**config.mk**
```make
export PLATFORM = sky130hd
export DESIGN_NAME = ram_readback_flat
export DESIGN_NICKNAME = d
export VERILOG_FILES = /design/src/rtl/ram_readback_if.sv /design/src/rtl/ram_readback.sv /design/src/flat_wrapper.sv
export SDC_FILE = /design/constraint.sdc
export NUM_CORES = 1
export LEC_CHECK = 0
export ABC_AREA = 0
export BUFFER_PORTS_ARGS = -buffer_cell sky130_fd_sc_hd__buf_2
export CAP_MARGIN = 20
export CELL_PAD_IN_SITES_DETAIL_PLACEMENT = 1
export CELL_PAD_IN_SITES_GLOBAL_PLACEMENT = 1
export CORE_ASPECT_RATIO = 1.1
export CORE_MARGIN = 3
export CORE_UTILIZATION = 43
export DETAILED_ROUTE_END_ITERATION = 10
export GPL_TIMING_DRIVEN = 0
export HOLD_SLACK_MARGIN = 0.05
export PLACE_DENSITY = 0.93
export SETUP_SLACK_MARGIN = 0.02
export SYNTH_ARGS = -nofsm -noshare
export SYNTH_HDL_FRONTEND = slang
export SYNTH_SLANG_ARGS = --single-unit
```
**constraint.sdc**
```tcl
create_clock -name init_clock -period 3.8 [get_ports init_clock]
set_input_delay 0 -clock init_clock [delete_from_list [all_inputs] [get_ports init_clock]]
set_output_delay 0 -clock init_clock [all_outputs]
set_load 0.02 [all_outputs]
```
**src/rtl/ram_readback_if.sv**
```systemverilog
// ram_readback_if
// Bundles the two buses the read-back engine talks on:
//   - RAM side:    ram_addr / ram_write_en out to the program RAM, ram_data back
//                  (synchronous read, valid one edge after ram_addr changes).
//   - Stream side: out_data / out_addr / out_valid towards the display/LED path,
//                  out_ready back from the consumer.
// Modports:
//   master - the read-back engine (drives address, write enable and the stream).
//   slave  - the RAM plus consumer side (drives ram_data and out_ready).
interface ram_readback_if #(
  parameter int WORDSIZE = 8,
  parameter int ADDR_W   = 2
);
  logic [ADDR_W-1:0]   ram_addr;
  logic                ram_write_en;
  logic [WORDSIZE-1:0] ram_data;
  logic [WORDSIZE-1:0] out_data;
  logic [ADDR_W-1:0]   out_addr;
  logic                out_valid;
  logic                out_ready;

  modport master (
    output ram_addr, ram_write_en, out_data, out_addr, out_valid,
    input  ram_data, out_ready
  );

  modport slave (
    input  ram_addr, ram_write_en, out_data, out_addr, out_valid,
    output ram_data, out_ready
  );
endinterface

```
**src/rtl/ram_readback.sv**
```systemverilog
// ram_readback
// Sequential read-back engine for the program RAM on the init_clock domain.
// A start pulse in IDLE walks COUNT consecutive addresses (wrapping) from
// START_ADDR, presents every word on a valid/ready stream and keeps a running
// checksum (mod 2^WORDSIZE) of the words the consumer accepted.
// Ports:
//   init_clock  - block clock, rising edge
//   init_reset  - asynchronous, active-high reset
//   i_start     - run request, only looked at in IDLE
//   bus         - ram_readback_if.master (RAM address/data + output stream)
//   o_busy      - high in every state except IDLE
//   o_done      - level: last run completed
//   o_checksum  - sum of accepted words in the current/last run
module ram_readback #(
  parameter int WORDSIZE   = 8,
  parameter int ADDR_W     = 2,
  parameter int START_ADDR = 0,
  parameter int COUNT      = 4
) (
  input  logic                init_clock,
  input  logic                init_reset,
  input  logic                i_start,
  ram_readback_if.master      bus,
  output logic                o_busy,
  output logic                o_done,
  output logic [WORDSIZE-1:0] o_checksum
);

  localparam logic [1:0] S_IDLE    = 2'd0;
  localparam logic [1:0] S_WAIT    = 2'd1;
  localparam logic [1:0] S_CAPTURE = 2'd2;
  localparam logic [1:0] S_PRESENT = 2'd3;

  localparam logic [ADDR_W-1:0] START_A   = ADDR_W'(START_ADDR);
  // Index is one bit wider than the address so COUNT = 2^ADDR_W fits.
  localparam logic [ADDR_W:0]   LAST_IDX  = (ADDR_W+1)'(COUNT - 1);
  localparam logic [ADDR_W-1:0] ADDR_ONE  = ADDR_W'(1);
  localparam logic [ADDR_W:0]   INDEX_ONE = (ADDR_W+1)'(1);

  logic [1:0]          r_state;
  logic [ADDR_W:0]     r_index;
  logic [ADDR_W-1:0]   r_ram_addr;
  logic [WORDSIZE-1:0] r_out_data;
  logic [ADDR_W-1:0]   r_out_addr;
  logic                r_out_valid;
  logic                r_busy;
  logic                r_done;
  logic [WORDSIZE-1:0] r_checksum;

  logic                w_handshake;
  logic                w_last;

  // Modular checksum step: the sum is simply truncated to WORDSIZE bits.
  function automatic logic [WORDSIZE-1:0] f_csum_add(
    input logic [WORDSIZE-1:0] i_sum,
    input logic [WORDSIZE-1:0] i_word
  );
    return i_sum + i_word;
  endfunction

  // Handshake and last-word decode.
  always_comb begin
    w_handshake = r_out_valid & bus.out_ready;
    w_last      = (r_index == LAST_IDX);
  end

  // Main sequencer; every output is a register updated here.
  always_ff @(posedge init_clock or posedge init_reset) begin
    if (init_reset) begin
      r_state     <= S_IDLE;
      r_index     <= '0;
      r_ram_addr  <= '0;
      r_out_data  <= '0;
      r_out_addr  <= '0;
      r_out_valid <= 1'b0;
      r_busy      <= 1'b0;
      r_done      <= 1'b0;
      r_checksum  <= '0;
    end else begin
      case (r_state)
        S_IDLE: begin
          // done/checksum hold here until the next run is requested.
          if (i_start) begin
            r_ram_addr <= START_A;
            r_index    <= '0;
            r_checksum <= '0;
            r_done     <= 1'b0;
            r_busy     <= 1'b1;
            r_state    <= S_WAIT;
          end else begin
            r_state    <= S_IDLE;
          end
        end
        S_WAIT: begin
          // RAM read latency: ram_data is valid for ram_addr on the next edge.
          r_state <= S_CAPTURE;
        end
        S_CAPTURE: begin
          r_out_data  <= bus.ram_data;
          r_out_addr  <= r_ram_addr;
          r_out_valid <= 1'b1;
          r_state     <= S_PRESENT;
        end
        S_PRESENT: begin
          if (w_handshake) begin
            r_out_valid <= 1'b0;
            r_checksum  <= f_csum_add(r_checksum, r_out_data);
            if (w_last) begin
              // Back to IDLE; a start on this same edge is deliberately lost.
              r_done  <= 1'b1;
              r_busy  <= 1'b0;
              r_state <= S_IDLE;
            end else begin
              r_index    <= r_index + INDEX_ONE;
              r_ram_addr <= r_ram_addr + ADDR_ONE;
              r_state    <= S_WAIT;
            end
          end else begin
            // Backpressure: everything stays put, no timeout.
            r_state <= S_PRESENT;
          end
        end
        default: begin
          r_state     <= S_IDLE;
          r_out_valid <= 1'b0;
          r_busy      <= 1'b0;
        end
      endcase
    end
  end

  assign bus.ram_addr     = r_ram_addr;
  assign bus.ram_write_en = 1'b0;
  assign bus.out_data     = r_out_data;
  assign bus.out_addr     = r_out_addr;
  assign bus.out_valid    = r_out_valid;
  assign o_busy           = r_busy;
  assign o_done           = r_done;
  assign o_checksum       = r_checksum;

endmodule

```
**src/flat_wrapper.sv**
```systemverilog
// flat-port wrapper written by rule: the top's interface ports become plain ports
module ram_readback_flat 
#(
  parameter int WORDSIZE   = 8,
  parameter int ADDR_W     = 2,
  parameter int START_ADDR = 0,
  parameter int COUNT      = 4
)
  (init_clock, init_reset, i_start, o_busy, o_done, o_checksum, bus_ram_addr, bus_ram_write_en, bus_out_data, bus_out_addr, bus_out_valid, bus_ram_data, bus_out_ready);
  ram_readback_if #(.WORDSIZE(WORDSIZE), .ADDR_W(ADDR_W)) bus_i ();
  input  logic init_clock;
  input  logic init_reset;
  input  logic i_start;
  output logic o_busy;
  output logic o_done;
  output logic [WORDSIZE-1:0] o_checksum;
  output wire logic [$bits(bus_i.ram_addr)-1:0] bus_ram_addr;
  output wire logic [$bits(bus_i.ram_write_en)-1:0] bus_ram_write_en;
  output wire logic [$bits(bus_i.out_data)-1:0] bus_out_data;
  output wire logic [$bits(bus_i.out_addr)-1:0] bus_out_addr;
  output wire logic [$bits(bus_i.out_valid)-1:0] bus_out_valid;
  input wire logic [$bits(bus_i.ram_data)-1:0] bus_ram_data;
  input wire logic [$bits(bus_i.out_ready)-1:0] bus_out_ready;
  assign bus_ram_addr = bus_i.ram_addr;
  assign bus_ram_write_en = bus_i.ram_write_en;
  assign bus_out_data = bus_i.out_data;
  assign bus_out_addr = bus_i.out_addr;
  assign bus_out_valid = bus_i.out_valid;
  assign bus_i.ram_data = bus_ram_data;
  assign bus_i.out_ready = bus_out_ready;
  ram_readback #(.WORDSIZE(WORDSIZE), .ADDR_W(ADDR_W), .START_ADDR(START_ADDR), .COUNT(COUNT)) u_core (.init_clock(init_clock), .init_reset(init_reset), .i_start(i_start), .bus(bus_i), .o_busy(o_busy), .o_done(o_done), .o_checksum(o_checksum));
endmodule
```
==> qor_table.md <==
| Stage | Item | Reported |
| --- | --- | --- |
| cts | Clock transition at the registers of the reported paths | 0.15 ns |
| power and ir drop | Proportion of power drawn by flip-flops and latches | 35.8% |
| logic synthesis | Commonest register cell after synthesis | sky130_fd_sc_hd__dfrtp_1 |
| timing | Sum Neg Setup Slack | 0 ns |
| run status | Run status | completed |
| grt | Remaining global-route overflow | 0 |
| critical path | Worst endpoint required time | 4.03 ns |
| cts | Number of sinks handled by clock tree synthesis | 28 |
| timing | Final hold violation count | 0 |
| final layout | Count of inserted antenna diode cells | 0 |
| timing | Skew final | 0.00958 ns |
| logic synthesis | Cells after Synth | 133 |
| critical path | Arrival time of data at the critical path endpoint | 2.23 ns |
| critical path | CP Max Fanout | 3 |
| route | Total Routed Length | 3580 um |
| route | Router iterations before antenna repair | 4 |
| die | Effective utilization at floorplan | 46.2% |
| cts | Hold bufs inserted after CTS | 11 |
| final layout | Share of cells above drive strength 1 | 30.6% |
| route | Antenna violation net count after detailed routing | 0 |
| final layout | Nets@finish | 206 |
| timing | Number of pins with negative max-slew slack in the final report | 0 |
| placed design | Global placer's final weighted congestion | 0.864 |
| logic synthesis | Adder and majority gate portion of the synthesized area | 9.19% |
| logic synthesis | Yosys warns | 0 |
| power and ir drop | Share of total power consumed by net switching | 44.9% |
| timing | Worst-case setup margin in the final layout | 1.80 ns |
| logic synthesis | Post-synthesis compound-gate area fraction | 13.4% |
| grt | Total global-route track usage | 18.9% |
| grt | Number of antenna violations at the first check in global routing | 0 |
| logic synthesis | Synthesized cell area | 1440 um2 |
| placed design | Place WS | 1.83 ns |
| power and ir drop | Worst VDD drop | 341 uV |
| grt | First-pass GRT wire length | 5730 um |
| route | Total via count in the routed design | 1208 |
| route | Wire length per cell after detailed routing | 16.5 um |
| final layout | Area delta synth->final | 25.9% |
| logic synthesis | Cell taking the most area after synthesis | sky130_fd_sc_hd__dfrtp_1 |
| logic synthesis | Synth top area cells | sky130_fd_sc_hd__dfrtp_1 49%, sky130_fd_sc_hd__mux2_2 8.6%, sky130_fd_sc_hd__ha_1 7.8% |
| cts | Clock tree from TritonCTS | yes |
| power and ir drop | Leakage Power | 0.930 nW |
| die | Number of standard-cell rows in the floorplan | 21 |
| logic synthesis | Post-synthesis sequential area ratio | 48.5% |
| die | Width of the die | 61.3 um |
| timing | Setup repair after global routing missed its margin | false |
| critical path | Endpoint class of the critical path | flip-flop |
| critical path | Ordered cell list for the critical path | ha_1, fa_1, a21o_1, a21oi_1, o21bai_1, mux2i_1, nand3_1 |
| grt | Number of global-route vias before repair | 1286 |
| timing | Portion of the clock cycle consumed by the worst path in the final layout | 52.7% |
| timing | Max Fclk | 0.500 GHz |
| cts | Number of cells upsized or downsized after cts | 0 |
| critical path | Crit path launch type | flip-flop |
| timing | Tightest Pin Transition | 0.593 ns |
| critical path | Crit Path Class | flip-flop to flip-flop |
| route | Detail-routed via count per cell | 5.57 |
| route | Number of DRC markers after the initial detailed-route iteration | 28 |
| die | Overall die area | 4090 um2 |
| placed design | Final HPWL from detailed placement | 2670 um |
| logic synthesis | Number of enable flip-flop cells after synthesis | 0 |
| logic synthesis | Proportion of netlist area held by the largest area contributor | 48.5% |
| logic synthesis | Number of synthesized register bits | 28 |
| power and ir drop | Clock power share | 9.7% |
| placed design | Post-Place Cells | 201 |
| cts | Clock Latency Late Sink | 0.34 ns |
| run | Number of maximum-capacitance constraint violations | 0 |
| logic synthesis | Distinct cell type count after synthesis | 32 |
| die | Height of the die | 66.8 um |
| timing | Slew Limit Headroom | 60.4% |
| final layout | Final core utilization | 58.1% |
| critical path | Peak per-stage delay on the critical path | 0.43 ns |
| logic synthesis | Post-Synth XOR/XNOR Area | 1.82% |
| cts | Post-CTS setup buffers | 0 |
| cts | Total CTS buffers | 3 |
| cts | Clock root buffer | sky130_fd_sc_hd__clkbuf_4 |
| logic synthesis | Main combinational cell family by area after synthesis | simple AND/OR/NAND/NOR gates |
| logic synthesis | Net count of the mapped netlist | 155 |
| cts | Number of buffers between clock root and the deepest sink | 2 |
| power and ir drop | Internal power | 845 uW |
| final layout | Fin cells | 217 |
| power and ir drop | Share of power burned in combinational logic | 54.5% |
| placed design | Quantity of I/O buffers inserted on ports | 34 |
| die | CORE AREA | 3130 um2 |
| logic synthesis | Share of cell area taken by muxes after synthesis | 9.97% |
| power and ir drop | Power per Cell Area | 843 nW/um2 |
| route | Post-route DRC | 0 |
| cts | Depth of the CTS H-tree | 1 |
| die | Number of top-level design ports | 36 |
| logic synthesis | Synthesized area per cell | 10.9 um2 |
| timing | Setup-violating endpoint count in the final report | 0 |
| power and ir drop | Pwr Total | 1.53 mW |
| logic synthesis | Simple-gate area share of the yosys netlist | 14.4% |
| timing | Time the worst path needs with I/O delays and setup | 2.00 ns |
| logic synthesis | Fraction of registers with async set or reset after synthesis | 100% |
| critical path | Worst-path cell with the longest stage delay | sky130_fd_sc_hd__dfrtp_1 |
| grt | Largest net degree at the start of global routing | 29 |
| power and ir drop | Switching power | 689 uW |
| worst hold path | Type of the tightest min-delay check | input port to async pin |
flip-flops by register name (all words and copies together), names as in the netlist:
register	cells
u_core.bus.out_addr	2
u_core.bus.out_data	8
u_core.bus.out_valid	1
u_core.bus.ram_addr	2
u_core.o_busy	1
u_core.o_checksum	8
u_core.o_done	1
u_core.r_index	3
u_core.r_state	2
power by group through the flow:
stage	combinational, mW	sequential [mW]	clock [mW]
after global routing	0.915	0.569	0.167
after detailed placement	0.822	0.558	0
after global placement	0.769	0.541	0
after floorplan	0.443	0.673	0
final	0.835	0.550	0.148
after CTS	0.833	0.551	0.152
layout make-up:
cell class                 instances  area (um2)
fill                             358        1310
timing repair buffer              46         295
sequential                        28         701
inverter                           3        11.3
tap                               34        42.5
multi-input combinational         99         708
buffer                             3        23.8
clock buffer                       4        36.3
final timing paths:
path | from | endpoint | slack [ns] | depth (start not counted)
hold / removal | init_reset | u_core.bus.out_addr[0] | 0.25 | 3
setup / recovery | u_core.bus.out_data[0] | u_core.o_checksum[6] | 1.80 | 7
setup reg to reg | u_core.bus.out_data[0] | u_core.o_checksum[6] | 1.80 | 7
min in group init_clock | bus_ram_data[0] | u_core.bus.out_data[0] | 0.42 | 3
max in group asynchronous | init_reset | u_core.o_checksum[4] | 3.04 | 4
hold reg to reg | u_core.o_checksum[7] | u_core.o_checksum[7] | 0.49 | 1
worst max-delay path, delay by kind of cell (launching register included):
family / cells / cell delay, ns
AND/OR/NAND/NOR: 1 / 0.09
flip-flops: 1 / 0.43
multiplexers: 1 / 0.15
AO/OA/AOI/OAI: 3 / 0.54
adder cells (fa/ha/maj): 2 / 0.68
routing by layer:
metal	up-vias	share of wire, %	GRT usage [%]	wire length (um)
met5	-	0	0	0
met4	0	1.6	7.32	59
met3	5	3.5	2.52	127
met2	27	51	33.7	1830
met1	596	44	22.1	1570
li1	580	-	-	-
per-stage QoR:
stage / hold WS [ns] / cell area, um2
global placement: 0.231 / 1660
CTS: 0.413 / 1800
floorplan: 0.0654 / 1440
global route: 0.296 / 1820
detailed placement: 0.237 / 1660
finish: 0.246 / 1820
Yosys cell counts, types with 2 or more instances:
cell	instances
sky130_fd_sc_hd__a211oi_1	2
sky130_fd_sc_hd__a21o_1	3
sky130_fd_sc_hd__a21oi_1	5
sky130_fd_sc_hd__a22o_1	2
sky130_fd_sc_hd__dfrtp_1	28
sky130_fd_sc_hd__ha_1	9
sky130_fd_sc_hd__inv_1	3
sky130_fd_sc_hd__mux2_2	11
sky130_fd_sc_hd__mux2i_1	2
sky130_fd_sc_hd__nand2_1	16
sky130_fd_sc_hd__nand3_1	7
sky130_fd_sc_hd__nor2_1	7
sky130_fd_sc_hd__nor2b_1	2
sky130_fd_sc_hd__nor3b_1	4
sky130_fd_sc_hd__o21ai_0	13
sky130_fd_sc_hd__o21bai_1	2
sky130_fd_sc_hd__xnor2_1	2
kinds of logic after synthesis:
family	count (synthesis)
and+or+nand+nor	41
muxes	13
adders and majority gates	10
other	1
AOI/OAI and AO/OA	31
DFF	28
xor gates and xnor gates	3
buffers and inverters	6
layout by cell type (no fill, tap or decap), drive strengths merged:
cell	count
a21boi	1
a211oi	2
inv	3
mux2	11
and3	1
o211a	1
clkbuf	4
nand2	16
o31ai	1
buf	38
xnor2	2
ha	9
a21o	3
dfrtp	28
nor2	7
conb	1
dlygate4sd3	11
o21ai	13
or2	1
mux2i	2
a22o	2
fa	1
o21bai	2
nand4	2
nor2b	2
nand3	7
o311ai	1
a21oi	5
xor2	1
nor3b	5
No activity file was read; power rests on OpenSTA's default activity.
